### config.mk
export PLATFORM = sky130hd
export DESIGN_NAME = digit_serial_sub
export DESIGN_NICKNAME = d
export VERILOG_FILES = /design/src/rtl/datapath_pkg.sv /design/src/rtl/digit_sub_slice.sv /design/src/rtl/digit_serial_sub.sv
export SDC_FILE = /design/constraint.sdc
export NUM_CORES = 1
export LEC_CHECK = 0
export CAP_MARGIN = 15
export CORE_UTILIZATION = 45
export DETAILED_ROUTE_END_ITERATION = 10
export PLACE_DENSITY = 0.76
export SETUP_SLACK_MARGIN = 0.1
export SYNTH_ARGS = -nofsm -noshare
export SYNTH_HDL_FRONTEND = slang
export SYNTH_HIERARCHICAL = 1
export SYNTH_SLANG_ARGS = --single-unit
### constraint.sdc
create_clock -name clk -period 1.5 [get_ports clk]
set_input_delay 0.3 -clock clk [delete_from_list [all_inputs] [get_ports clk]]
set_output_delay 0.3 -clock clk [all_outputs]
set_load 0.01 [all_outputs]
### src/rtl/datapath_pkg.sv
// Shared datapath definitions: sequencing states and the default digit size
// used by the serial arithmetic blocks.
package datapath_pkg;

    typedef enum logic [1:0] {
        IDLE = 2'd0,
        RUN  = 2'd1,
        DONE = 2'd2
    } state_t;

    localparam int DIGIT_DEF = 4;

endpackage

### src/rtl/digit_sub_slice.sv
// Combinational DIGIT-bit subtract slice: a + ~b + cin, with carry lookahead
// built from per-bit generate/propagate terms.
module digit_sub_slice #(
    parameter int DIGIT = 4
) (
    input  logic [DIGIT-1:0] a,
    input  logic [DIGIT-1:0] b,
    input  logic             cin,
    output logic [DIGIT-1:0] diff,
    output logic             cout
);

    logic [DIGIT-1:0] g;
    logic [DIGIT-1:0] p;
    logic [DIGIT:0]   c;
    logic             acc;
    logic             pp;

    assign g = a & ~b;
    assign p = a ^ ~b;

    // Each carry is expanded directly from g/p/cin rather than from the previous carry.
    always_comb begin
        c    = '0;
        acc  = 1'b0;
        pp   = 1'b0;
        c[0] = cin;
        for (int i = 0; i < DIGIT; i++) begin
            acc = g[i];
            pp  = p[i];
            for (int j = i - 1; j >= 0; j--) begin
                acc = acc | (pp & g[j]);
                pp  = pp & p[j];
            end
            c[i+1] = acc | (pp & cin);
        end
    end

    assign diff = p ^ c[DIGIT-1:0];
    assign cout = c[DIGIT];

endmodule

### src/rtl/digit_serial_sub.sv
// Digit-serial unsigned subtractor A - B, one DIGIT-bit slice per clock, LSB first,
// with valid/ready handshakes on both sides.
//
//   state | meaning
//   IDLE  | waiting for an operand pair, in_ready=1
//   RUN   | one digit per cycle through the slice, borrow chained via carry flop
//   DONE  | result presented, held until out_ready; may accept next pair directly
module digit_serial_sub
    import datapath_pkg::*;
#(
    parameter int WIDTH = 16,
    parameter int DIGIT = DIGIT_DEF
) (
    input  logic             clk,
    input  logic             rst,
    input  logic             in_valid,
    output logic             in_ready,
    input  logic [WIDTH-1:0] in_a,
    input  logic [WIDTH-1:0] in_b,
    output logic             out_valid,
    input  logic             out_ready,
    output logic [WIDTH-1:0] out_diff,
    output logic             out_borrow
);

    localparam int NDIG = WIDTH / DIGIT;
    localparam int CW   = (NDIG > 1) ? $clog2(NDIG) : 1;
    localparam logic [CW-1:0] LAST = CW'(NDIG - 1);

    if ((WIDTH % DIGIT) != 0) begin : g_width_check
        $error("digit_serial_sub: WIDTH must be a multiple of DIGIT");
    end

    state_t           state, state_nxt;
    logic [WIDTH-1:0] a_sr, b_sr, r_sr;
    logic [CW-1:0]    cnt;
    logic             carry;
    logic             load, step;
    logic [DIGIT-1:0] s_diff;
    logic             s_cout;

    digit_sub_slice #(.DIGIT(DIGIT)) u_slice (
        .a   (a_sr[DIGIT-1:0]),
        .b   (b_sr[DIGIT-1:0]),
        .cin (carry),
        .diff(s_diff),
        .cout(s_cout)
    );

    always_comb begin
        state_nxt = state;
        in_ready  = 1'b0;
        out_valid = 1'b0;
        load      = 1'b0;
        step      = 1'b0;
        case (state)
            IDLE: begin
                in_ready = 1'b1;
                if (in_valid) begin
                    load      = 1'b1;
                    state_nxt = RUN;
                end
            end
            RUN: begin
                step = 1'b1;
                if (cnt == LAST) state_nxt = DONE;
            end
            DONE: begin
                out_valid = 1'b1;
                in_ready  = out_ready;
                if (out_ready) begin
                    if (in_valid) begin
                        load      = 1'b1;
                        state_nxt = RUN;
                    end else begin
                        state_nxt = IDLE;
                    end
                end
            end
            default: state_nxt = IDLE;
        endcase
    end

    always_ff @(posedge clk) begin
        if (rst) begin
            state <= IDLE;
            cnt   <= '0;
            carry <= 1'b1;
            a_sr  <= '0;
            b_sr  <= '0;
            r_sr  <= '0;
        end else begin
            state <= state_nxt;
            if (load) begin
                a_sr  <= in_a;
                b_sr  <= in_b;
                carry <= 1'b1;
                cnt   <= '0;
            end else if (step) begin
                a_sr  <= a_sr >> DIGIT;
                b_sr  <= b_sr >> DIGIT;
                r_sr  <= (r_sr >> DIGIT) | (WIDTH'(s_diff) << (WIDTH - DIGIT));
                carry <= s_cout;
                if (cnt != LAST) cnt <= cnt + CW'(1);
            end
        end
    end

    // Carry only holds the final borrow once the last digit has been processed.
    assign out_diff   = r_sr;
    assign out_borrow = (state == DONE) & ~carry;

endmodule
* Word level (Yosys, flattened, before mapping)
Cells that the tools add are included.
Word-level totals: output and inout port bits 19, input bits 36, flip-flop bits (word level) 53
Operators by class: mux-type cells 15, reduce and logical (&&, ||, !) cells 6, bitwise gates (word level) 34, eq/ne operators 7, $add $sub $neg 1
Operators with widths (count):
- two-way mux 16 bit | 4
- AND 1 bit | 17
- bitwise OR 12 x 16 -> 16 bit | 1
- bitwise OR 1 bit | 10
- != test 2 bit, second input constant | 4
- bitwise XOR 4 bit | 2
- two-way mux 2 bit | 3
- case mux 2 bit (3 select lines) | 1
- two-way mux 1 bit | 5
- AND 4 bit | 1
- == test 2 bit, second input constant | 2
- NOT 4 bit | 1
- case mux 1 bit (2 select lines) | 2
- AND reduction 2 bit | 2
- AND reduction 3 bit | 1
- adder 2 x 1 -> 2 bit, second input constant | 1
- == test 2 x 1 -> 1 bit, second input constant | 1
- zero test 2 bit | 1
- NOT 1 bit | 2
- nonzero test 2 bit | 1
- OR reduction 2 bit | 1

* Depth between registers and ports, before layout
Gate-level depths: netlist of run 1.
word-level depth 8, gate-level depth with buffers 7

* Hierarchy
Netlist of run 1, hierarchy kept.
By module, submodules not included:
- digit_serial_sub | instances 1, area an instance 2248.4 sq um, cells an instance 276
- digit_sub_slice | instances 1, area an instance 147.6 sq um, cells an instance 17

* Worst setup path after synthesis of run 1
OpenSTA, ideal clock, no wires.
path kind flip-flop to flip-flop, start point reg b_sr[2], end point reg carry, clock period less this slack 1.432 ns, setup slack 0.068 ns, stages on the path, launching flop included 8, required time 1.371 ns, setup time 0.129 ns, arrival time 1.303 ns, cells stage by stage dfxtp_1 > inv_1 > ha_1 > a21o_1 > a31o_1 > a21o_1 > nand2_1 > nand4b_1
Between the ends: cells in the longest elaborated chain, start to end 7
RTL lines:
- start: declaration | line digit_serial_sub.sv:35 | logic [WIDTH-1:0] a_sr, b_sr, r_sr;
- start signal: assignment | line digit_serial_sub.sv:96 | b_sr <= in_b;
- start signal: assignment | line digit_serial_sub.sv:101 | b_sr <= b_sr >> DIGIT;
- NOT 4 bit (*) | line digit_sub_slice.sv:19, digit_sub_slice.sv:20
- AND 4 bit or bitwise XOR 4 bit (tied branches) | line digit_sub_slice.sv:19, digit_sub_slice.sv:20
- AND 1 bit (on tied branches) | line digit_sub_slice.sv:32, digit_sub_slice.sv:33
- bitwise OR 1 bit, or another cell as far along (2 in a row) | line digit_sub_slice.sv:32 | acc = acc | (pp & g[j]);
- bitwise OR 1 bit or AND 1 bit (tied branches) | line digit_sub_slice.sv:32, digit_sub_slice.sv:35
- bitwise OR 1 bit (*) | line digit_sub_slice.sv:35 | c[i+1] = acc | (pp & cin);
- via s_cout | line digit_serial_sub.sv:40 | logic s_cout;
- end signal: assignment | line digit_serial_sub.sv:103 | carry <= s_cout;
- end: declaration | line digit_serial_sub.sv:37 | logic carry;
The timed path passes the listed nets; every way through them passes the cells marked *. A chain may end at the register's enable or synchronous reset.

* Worst setup path after layout of run 1
start point reg b_sr[0], end point reg carry
Between the ends: cells in the longest elaborated chain, start to end 5
RTL lines (line):
- NOT 4 bit (*) | digit_sub_slice.sv:19, digit_sub_slice.sv:20
- AND 4 bit or bitwise XOR 4 bit (tied branches) | digit_sub_slice.sv:19, digit_sub_slice.sv:20
- AND 1 bit (on tied branches) | digit_sub_slice.sv:32, digit_sub_slice.sv:33
- bitwise OR 1 bit or AND 1 bit (tied branches) | digit_sub_slice.sv:32, digit_sub_slice.sv:35
- bitwise OR 1 bit (*) | digit_sub_slice.sv:35
- via s_cout | digit_serial_sub.sv:40
Marks and branches as above.

==> qor.txt, run 1 <==
DRC viols: 0
Max Slew Vio Count: 0
Post-Layout Cell Count: 418
Crit end category: register
Post-synth EDFFs: 0
Final hold slack: 0.387 ns
Die W: 75.0 um
Comb power frac: 22.8%
Post-synth cell types: 26
Critical path required time: 1.69 ns
Met1 GRT Util: 27.4%
Area Growth Syn to Fin: 35.2%
CTS clk-pin slew, worst paths: 0.09 ns
Starting density of the core: 46.9%
Crit path arrival time: 1.65 ns
Outcome: finished, final reports clean
Syn avg cell area: 8.18 sq um
GR Util All Layers: 20.6%
GR Util met2: 33.9%
Syn Nets: 335
Psw: 0.847 mW
MaxCap Viol Count: 0
GR Layer Usage met3: 3.21%
LEAKAGE: 1.26 nW
Die ar.: 5620 sq um
DP Area: 3050 sq um
Clk root buf: clkbuf_8
RSZ-0062 raised after global routing: true
Switching part of the total power: 27.5%
Core box area: 5110 sq um
N_diodes: 0
Hold path endpoint: out_diff[9]
Final setup skew: 0.00584 ns
Worst Tran Pin Value: 0.342 ns
Clock sinks: 53
Total chip power: 3.09 mW
Worst-path fanout max: 2
Vias in the first global route: 2019
Final Hold Viols: 0
Antenna violation net count after detailed routing: 0
Relative slew slack: 77.2%
Gp weighted congestion: 0.781
Clock power share: 26.2%
Fin crit period: 1.46 ns
Power Internal: 2.24 mW
Async S/R FF share, synth: 0%
Dpl cells: 405
Worst Reg-to-Reg Cells: 7
Clk_lat worst skew: 0.30 ns
Worst hold stages: 2
Fin crit share: 97.3%
Register area share after synthesis: 44.3%
Type of the worst min-delay path: input port to register
First-iteration detailed-routing DRC count: 174
TritonCTS buffer count: 5
Final HPWL DP: 3.59 mm
Routed WL: 5.84 mm
Die Height: 75.0 um
Flops & latches, synth: 53
IO Pins: 55
Initial antenna violation count: 0
Grt ovf: 0
CTS tree: built
GRT busiest layer: met2
Cell taking the most area after synthesis: dfxtp_1
Wire per inst: 14.0 um
Reg-to-Reg End: carry
Area share of the largest cell type after synthesis: 44.3%
Fin util: 63.4%
Layout cells sized above 1: 14.1%
Final Cell Area: 3240 sq um
Via count: 2275
First-pass GRT wire length: 8.96 mm
Flop pwr share: 51.1%
Gate Count Post-Synth: 293
Top post-synthesis cells by area: dfxtp_1 (44%), nand2_1 (13%), a311oi_1 (8.8%)
I/O Buffers: 54
Vias/cell: 5.44
Reg2Reg Launch Point: b_sr[0]
Mapped cell area: 2400 sq um
DRT Pass-1 Iters: 4
Fmax: 685 MHz
Total of warnings raised by yosys: 6
CP Launch Type: register
Fill cell count: 457
Largest net degree at the start of global routing: 39
H-tree levels: 2
Final setup viols: 0
Layout Nets: 390
Rows: 26
Max VDD drop: 0.000512 V
Crit path kind: register to register
Min-delay src: rst
R2R setup slack: 0.04 ns
Top FF cell, synth: dfxtp_1
CTS max path bufs: 2
Cell area power density: 953 nW/um^2
-- area by class of cell --
type	instances	area (sq um)	share of cell area, %
Timing Repair Buffer	76	773	23.9
Tap cell	70	87.6	2.70
Inverter	5	18.8	0.579
Multi-Input combinational cell	207	1210	37.3
Sequential cell	53	1070	32.9
Clock buffer	7	86.3	2.66
-- cells in the final DEF (no fill, tap or decap), drive strengths merged --
master / count
nor3b: 1
a21o: 4
nand2: 84
xnor2: 2
clkbuf: 9
dlygate4sd2: 16
buf: 24
mux2i: 1
clkdlybuf4s50: 33
a31o: 1
inv: 5
o211ai: 8
nand3: 8
nor2: 3
ha: 5
nor3: 26
a21oi: 26
dfxtp: 53
xor2: 2
nand4b: 1
nand2b: 4
fa: 1
nor2b: 5
dlymetal6s2s: 1
a311oi: 24
a22oi: 1
-- state kept, by name, indices dropped and copies added, names as in the netlist --
name      cells
a_sr         16
b_sr         16
carry         1
cnt           2
out_diff     16
state         2
-- kinds of logic (layout without fill, tap and decap cells) --
kind of cell	after synthesis	in the layout	share of synthesized area, %
and+or+nand+nor	132	132	23.9
AOI/OAI and AO/OA	64	64	18.6
DFF	53	53	44.3
buffers and inverters	33	88	7.89
adders and majority gates	6	6	3.45
xor gates and xnor gates	4	4	1.46
muxes	1	1	0.418
-- stage by stage --
stage | TNS (ns) | worst slack [ns]
finish | 0 | 0.0408
global route | -0.0359 | -0.0333
CTS | 0 | 0.0895
detailed placement | -4.38 | -0.262
global placement | -3.59 | -0.251
floorplan | 0 | 0.100
-- worst max-delay path, cell delays in order (launching register included) --
cell and delay (ns):
dfxtp_2 0.34, inv_2 0.08, ha_4 0.19, a21o_1 0.17, a31o_1 0.24, a21o_1 0.19, nand2_1 0.05, nand4b_1 0.08
-- Yosys cell counts (3+ instances only) --
master	number
nor2b_1	5
a21oi_1	26
buf_4	8
nand3_1	8
nand2b_1	4
clkbuf_1	7
inv_1	5
o211ai_1	8
dfxtp_1	53
nor2_1	3
a311oi_1	24
a21o_1	4
nand2_1	83
nor3_1	26
buf_6	3
buf_2	10
ha_1	5
-- worst max path at each step --
stage,start,depth (start not counted),to,slack (ns)
floorplan,b_sr[0],7,carry,0.10
global placement,out_ready,4,in_ready,-0.25
detailed placement,out_ready,4,in_ready,-0.26
CTS,b_sr[0],7,out_diff[15],0.09
global route,b_sr[0],7,out_diff[15],-0.03
finish,b_sr[0],7,carry,0.04
-- timing repair --
action,CTS,global route
setup endpoints to repair,21,31
buffers inserted,2,2
hold buffers,0,0
hold endpoints to repair,0,0
cloned,0,2
pin swaps,3,5
resized for setup,33,11
-- metal layers --
metal  up-vias  wire [um]  part of all wire, %
met2        70       2740                   47
met5         -          0                    0
li1       1130          -                    -
met1      1063       2660                   45
met4         0        127                  2.2
met3        12        318                  5.4
-- power by group through the flow --
| stage | logic [mW] | registers [mW] | clock network, mW |
|---|---|---|---|
| final | 0.703 | 1.58 | 0.808 |
| after global routing | 0.769 | 1.59 | 0.877 |
| after CTS | 0.646 | 1.57 | 0.827 |
| after detailed placement | 0.648 | 1.60 | 0 |
| after global placement | 0.642 | 1.60 | 0 |
| after floorplan | 0.397 | 1.60 | 0 |
Note: power is estimated with default switching activity, not from simulation.
==> run 2: changes to the inputs <==
Settings changed: GPL_ROUTABILITY_DRIVEN set to 0, REMOVE_ABC_BUFFERS set to 1.
==> run 2 against run 1 <==
Net effect: critical endpoint unchanged; register-to-register slack about the same; hold slack worse by 0.031 ns; critical path depth unchanged; die area unchanged; clock skew up 0.0012 ns; first-iteration DRC count down 26%; critical path type unchanged; combinational power down 2%; via count down 2.3%; fmax up 0.86%; sequential cell count unchanged; global-route usage up 0.57 points; clock power up 21%.
==> qor.txt, run 2 (synthesized netlist as in run 1, its figures left out) <==
Outcome: finished, final reports clean
Type of the worst min-delay path: input port to register
Routed WL: 5.57 mm (-4.7%)
IO Pins: 55 (unchanged)
Clk_lat worst skew: 0.29 ns (about the same)
First-pass GRT wire length: 9.27 mm (+3.5%)
Relative slew slack: 83.2% (+6.0 points)
Vias in the first global route: 2086 (+3.3%)
Initial antenna violation count: 0 (unchanged)
DRT Pass-1 Iters: 4 (unchanged)
TritonCTS buffer count: 5 (unchanged)
Final HPWL DP: 3.66 mm (+2.2%)
CP cell instances: inv_2, ha_4, a21o_1, a31o_1, a21o_1, nand2_1, nand4b_1
Worst path slowest cell: dfxtp_2
Layout Nets: 390 (unchanged)
Starting density of the core: 46.9% (unchanged)
Fill cell count: 460 (+0.66%)
Clk root buf: clkbuf_8
CTS max path bufs: 2 (unchanged)
Fin crit period: 1.45 ns (-0.0125 ns)
Worst-path fanout max: 2 (unchanged)
Met1 GRT Util: 26.1% (-1.3 points)
MaxCap Viol Count: 0 (unchanged)
Most common cell after layout, fill and taps aside: nand2_1
Final setup viols: 0 (unchanged)
Final Hold Viols: 0 (unchanged)
CTS tree: built
Critical path required time: 1.68 ns (about the same)
Cell area power density: 985 nW/um^2 (+3.4%)
CP Launch Type: register
Slowest stage delay, CP: 0.34 ns (about the same)
RSZ-0062 raised after global routing: true
Grt ovf: 0 (unchanged)
Final setup skew: 0.00704 ns (+0.00121 ns)
Clock sinks: 53 (unchanged)
DRC viols: 0 (unchanged)
GR Layer Usage met3: 4.82% (+1.6 points)
Die Height: 75.0 um (unchanged)
LEAKAGE: 1.26 nW (+0.25%)
Fmax: 691 MHz (+0.86%)
Vias/cell: 5.30 (-2.6%)
Worst Tran Pin Value: 0.252 ns (-0.0901 ns)
Crit end category: register
DP Area: 3050 sq um (+0.12%)
Rows: 26 (unchanged)
GRT busiest layer: met2
First-iteration detailed-routing DRC count: 129 (-26%)
Final WS setup: 0.0533 ns (+0.0125 ns)
Crit path arrival time: 1.63 ns (-0.02 ns)
GR Util met2: 38.2% (+4.3 points)
Die ar.: 5620 sq um (unchanged)
Fin util: 64.3% (+0.88 points)
Antenna violation net count after detailed routing: 0 (unchanged)
CTS clk-pin slew, worst paths: 0.09 ns (about the same)
Most frequent CP cell: a21o_1
Most frequent cells in the layout: nand2_1 (83), dfxtp_1 (48), clkdlybuf4s50_1 (33)
Setup WS pre-CTS: -0.254 ns (+0.00806 ns)
Via count: 2222 (-2.3%)
CTS Hold Bufs: 0 (unchanged)
Setup TNS: 0 ns (unchanged)
Largest net degree at the start of global routing: 50 (+28%)
Total chip power: 3.24 mW (+4.8%)
Core box area: 5110 sq um (unchanged)
H-tree levels: 2 (unchanged)
Wire per inst: 13.3 um (-4.9%)
Layout cells sized above 1: 14.3% (+0.25 points)
Fin crit share: 96.4% (-0.83 points)
Max Slew Vio Count: 0 (unchanged)
N_diodes: 0 (unchanged)
GR Util All Layers: 21.2% (+0.57 points)
Max VDD drop: 0.000556 V (+8.6%)
Final Cell Area: 3290 sq um (+1.4%)
I/O Buffers: 54 (unchanged)
Crit path kind: register to register
Die W: 75.0 um (unchanged)
Area Growth Syn to Fin: 37.1%
-- run 2: per-layer routing --
metal / wire, um / share of wire [%]
met4: 13 / 0.23
met1: 2450 / 44
met2: 2870 / 52
met5: 0 / 0
met3: 236 / 4.2
-- run 2: power breakdown --
group	switching, mW	internal [mW]
Combinational	0.332	0.354
Clock	0.430	0.544
Sequential	0.0632	1.51
Total	0.825	2.41
-- run 2: cell type report --
class / instances / area, sq um / area share, %
Timing Repair Buffer: 76 / 781 / 23.8
Clock buffer: 7 / 86.3 / 2.63
Multi-Input combinational cell: 207 / 1210 / 37.0
Tap cell: 70 / 87.6 / 2.67
Sequential cell: 53 / 1070 / 32.5
Clock inverter: 1 / 30.0 / 0.914
Inverter: 5 / 18.8 / 0.571
-- run 2: critical path, delay by kind of cell (launching register included) --
family | cells | cell delay, ns
and+or+nand+nor | 2 | 0.14
buffers and inverters | 1 | 0.07
AOI/OAI and AO/OA | 3 | 0.59
DFF | 1 | 0.34
adders and majority gates | 1 | 0.19
-- run 2: path summary, 6_finish.rpt --
| kind | cells after the start | start | to | slack, ns |
|---|---|---|---|---|
| worst min register to register | 2 | out_diff[2] | out_diff[2] | 0.45 |
| worst max register to register | 7 | b_sr[0] | carry | 0.05 |
| worst min-delay path | 2 | rst | b_sr[13] | 0.36 |
| worst max-delay path | 7 | b_sr[0] | carry | 0.05 |
-- run 2: timing repair --
action / in CTS / in global routing
cloned: 0 / 1
pin swaps: 5 / 5
setup buffers: 2 / 1
setup endpoints to repair: 26 / 22
gates resized for setup: 45 / 10
-- run 2: through the flow --
| step | std cells | hold WS (ns) |
|---|---|---|
| 6_report | 419 | 0.357 |
| 4_1_cts | 417 | 0.348 |
| 3_5_place_dp | 407 | 0.447 |
| 2_1_floorplan | 265 | 0.369 |
| 3_3_place_gp | 407 | 0.441 |
| 5_1_grt | 419 | 0.368 |
==> run 3: changes to the inputs <==
Settings changed: PLACE_DENSITY 0.76 to 0.82, REMOVE_ABC_BUFFERS 1 to not set.
==> run 3 against run 2 <==
Net effect: routed wire length is 11% higher; highest routed layer unchanged; fmax increased by 1.5%; sequential power about the same; die area stayed put.
==> qor.txt, run 3 (synthesized netlist as in run 1, its figures left out) <==
Initial antenna violation count: 0 (unchanged)
Reg2Reg Launch Point: b_sr[0]
GR Util All Layers: 22.8% (+1.6 points)
Crit end category: register
Reg-to-Reg End: out_diff[15]
Worst Tran Pin Value: 0.337 ns (+0.0854 ns)
Clock power share: 25.2% (-4.9 points)
Die ar.: 5620 sq um (unchanged)
Wire per inst: 14.7 um (+11%)
Crit path arrival time: 1.67 ns (+0.04 ns)
Max VDD drop: 0.000507 V (-8.8%)
FF/Latch Area: 1070 sq um (+0.24%)
Clock sinks: 53 (unchanged)
I/O Buffers: 54 (unchanged)
Die Height: 75.0 um (unchanged)
DRC viols: 0 (unchanged)
LEAKAGE: 1.28 nW (+1.9%)
Hold path endpoint: state[0]
Final Hold Viols: 0 (unchanged)
Vias in the first global route: 2098 (+0.58%)
Type of the worst min-delay path: input port to register
Setup WS pre-CTS: -0.257 ns (-0.00376 ns)
Final WS setup: 0.0747 ns (+0.0214 ns)
Final HPWL DP: 3.55 mm (-3.2%)
Vias/cell: 5.47 (+3.1%)
Psw: 0.897 mW (+8.7%)
Multi-input gate area: 1270 sq um (+4.5%)
Outcome: finished, final reports clean
Rows: 26 (unchanged)
Largest net degree at the start of global routing: 54 (+8.0%)
Via count: 2297 (+3.4%)
MaxCap Viol Count: 0 (unchanged)
Worst-path fanout max: 2 (unchanged)
Final setup skew: 0.00767 ns (+0.000622 ns)
CTS clk-pin slew, worst paths: 0.09 ns (about the same)
Most common cell after layout, fill and taps aside: nand2_1
Worst hold stages: 3 (+1)
Power Internal: 2.21 mW (-8.1%)
TritonCTS buffer count: 5 (unchanged)
Die W: 75.0 um (unchanged)
Most frequent cells in the layout: nand2_1 (77), dfxtp_1 (46), clkdlybuf4s50_1 (34)
Relative slew slack: 77.3% (-5.9 points)
N_diodes: 0 (unchanged)
IO Pins: 55 (unchanged)
Setup TNS: 0 ns (unchanged)
Final hold slack: 0.443 ns (+0.0866 ns)
First-pass GRT wire length: 9.72 mm (+4.8%)
H-tree levels: 2 (unchanged)
Flop pwr share: 50.9% (+2.2 points)
Grt ovf: 0 (unchanged)
Fin crit share: 95.0% (-1.4 points)
RSZ-0062 raised after global routing: true
CTS max path bufs: 2 (unchanged)
Area Growth Syn to Fin: 38.9%
R2R setup slack: 0.07 ns (+0.02 ns)
Antenna violation net count after detailed routing: 0 (unchanged)
Critical path required time: 1.74 ns (+0.06 ns)
First-iteration detailed-routing DRC count: 187 (+45%)
Fin crit period: 1.43 ns (-0.0214 ns)
Clk_lat worst skew: 0.31 ns (+0.02 ns)
Routed WL: 6.17 mm (+11%)
Max Slew Vio Count: 0 (unchanged)
Switching part of the total power: 28.8% (+3.3 points)
Core box area: 5110 sq um (unchanged)
Crit path kind: register to register
Starting density of the core: 46.9% (unchanged)
DRT Pass-1 Iters: 4 (unchanged)
Layout cells sized above 1: 18.0% (+3.7 points)
Cell area power density: 935 nW/um^2 (-5.0%)
CP Launch Type: register
CTS tree: built
Clk root buf: clkbuf_8
Min-delay src: rst
Worst Reg-to-Reg Cells: 7 (unchanged)
Fill cell count: 431 (-6.3%)
Comb power frac: 23.9% (+2.7 points)
Layout Nets: 391 (+0.26%)
Final setup viols: 0 (unchanged)
Fmax: 702 MHz (+1.5%)
==> run 3: area by class of cell <==
class | count | share of cell area [%]
multi-input combinational | 207 | 38.2
sequential | 53 | 32.2
timing repair buffer | 77 | 24.0
tap | 70 | 2.63
clock buffer | 6 | 2.18
inverter | 5 | 0.564
clock inverter | 2 | 0.301
==> run 3: critical path, stage by stage, from the launching register on <==
cell and delay, ns:
dfxtp_2 0.34, inv_2 0.07, ha_4 0.19, a21o_1 0.16
a31o_1 0.23, xor2_1 0.15, nand2_1 0.09, a21oi_2 0.12
==> run 3: how the worst max path moves through the flow <==
stage / startpoint / endpoint / slack [ns] / cells after the start
after floorplan: b_sr[0] / carry / 0.10 / 7
after global placement: out_ready / in_ready / -0.25 / 4
after detailed placement: out_ready / in_ready / -0.26 / 4
after CTS: state[1] / a_sr[11] / 0.04 / 6
after global routing: b_sr[0] / carry / 0.01 / 7
final: b_sr[0] / out_diff[15] / 0.07 / 7
==> run 3: repair_timing <==
action,CTS,global route
buffers inserted,2,2
pin swaps,3,17
resized for setup,32,34
hold buffers,0,0
endpoints found under the setup margin,25,44
gates cloned,2,1
==> run 3: metal layers <==
layer | vias up | wire length (um) | part of all wire, % | global-route usage [%]
met1 | 1084 | 2750 | 45 | 29.2
met2 | 71 | 3010 | 49 | 38.3
met5 | - | 0 | 0 | 0
met4 | 0 | 99 | 1.6 | 7.76
met3 | 9 | 314 | 5.1 | 4.69
li1 | 1133 | - | - | -
==> run 3: power groups by stage <==
stage / Clock [mW] / Combinational, mW / Sequential (mW)
2_1_floorplan: 0 / 0.397 / 1.60
3_3_place_gp: 0 / 0.640 / 1.60
3_5_place_dp: 0 / 0.650 / 1.60
4_1_cts: 0.796 / 0.697 / 1.57
5_1_grt: 0.848 / 0.811 / 1.59
6_report: 0.785 / 0.743 / 1.58
==> run 3: stage by stage <==
stage	util [%]	cell area, sq um	total power, mW	std cells
after global routing	65.1	3330	3.25	420
after detailed placement	59.7	3050	2.25	405
after floorplan	-	2410	2.00	293
final	65.1	3330	3.11	420
after global placement	59.7	3050	2.24	405
after CTS	62.8	3210	3.07	417
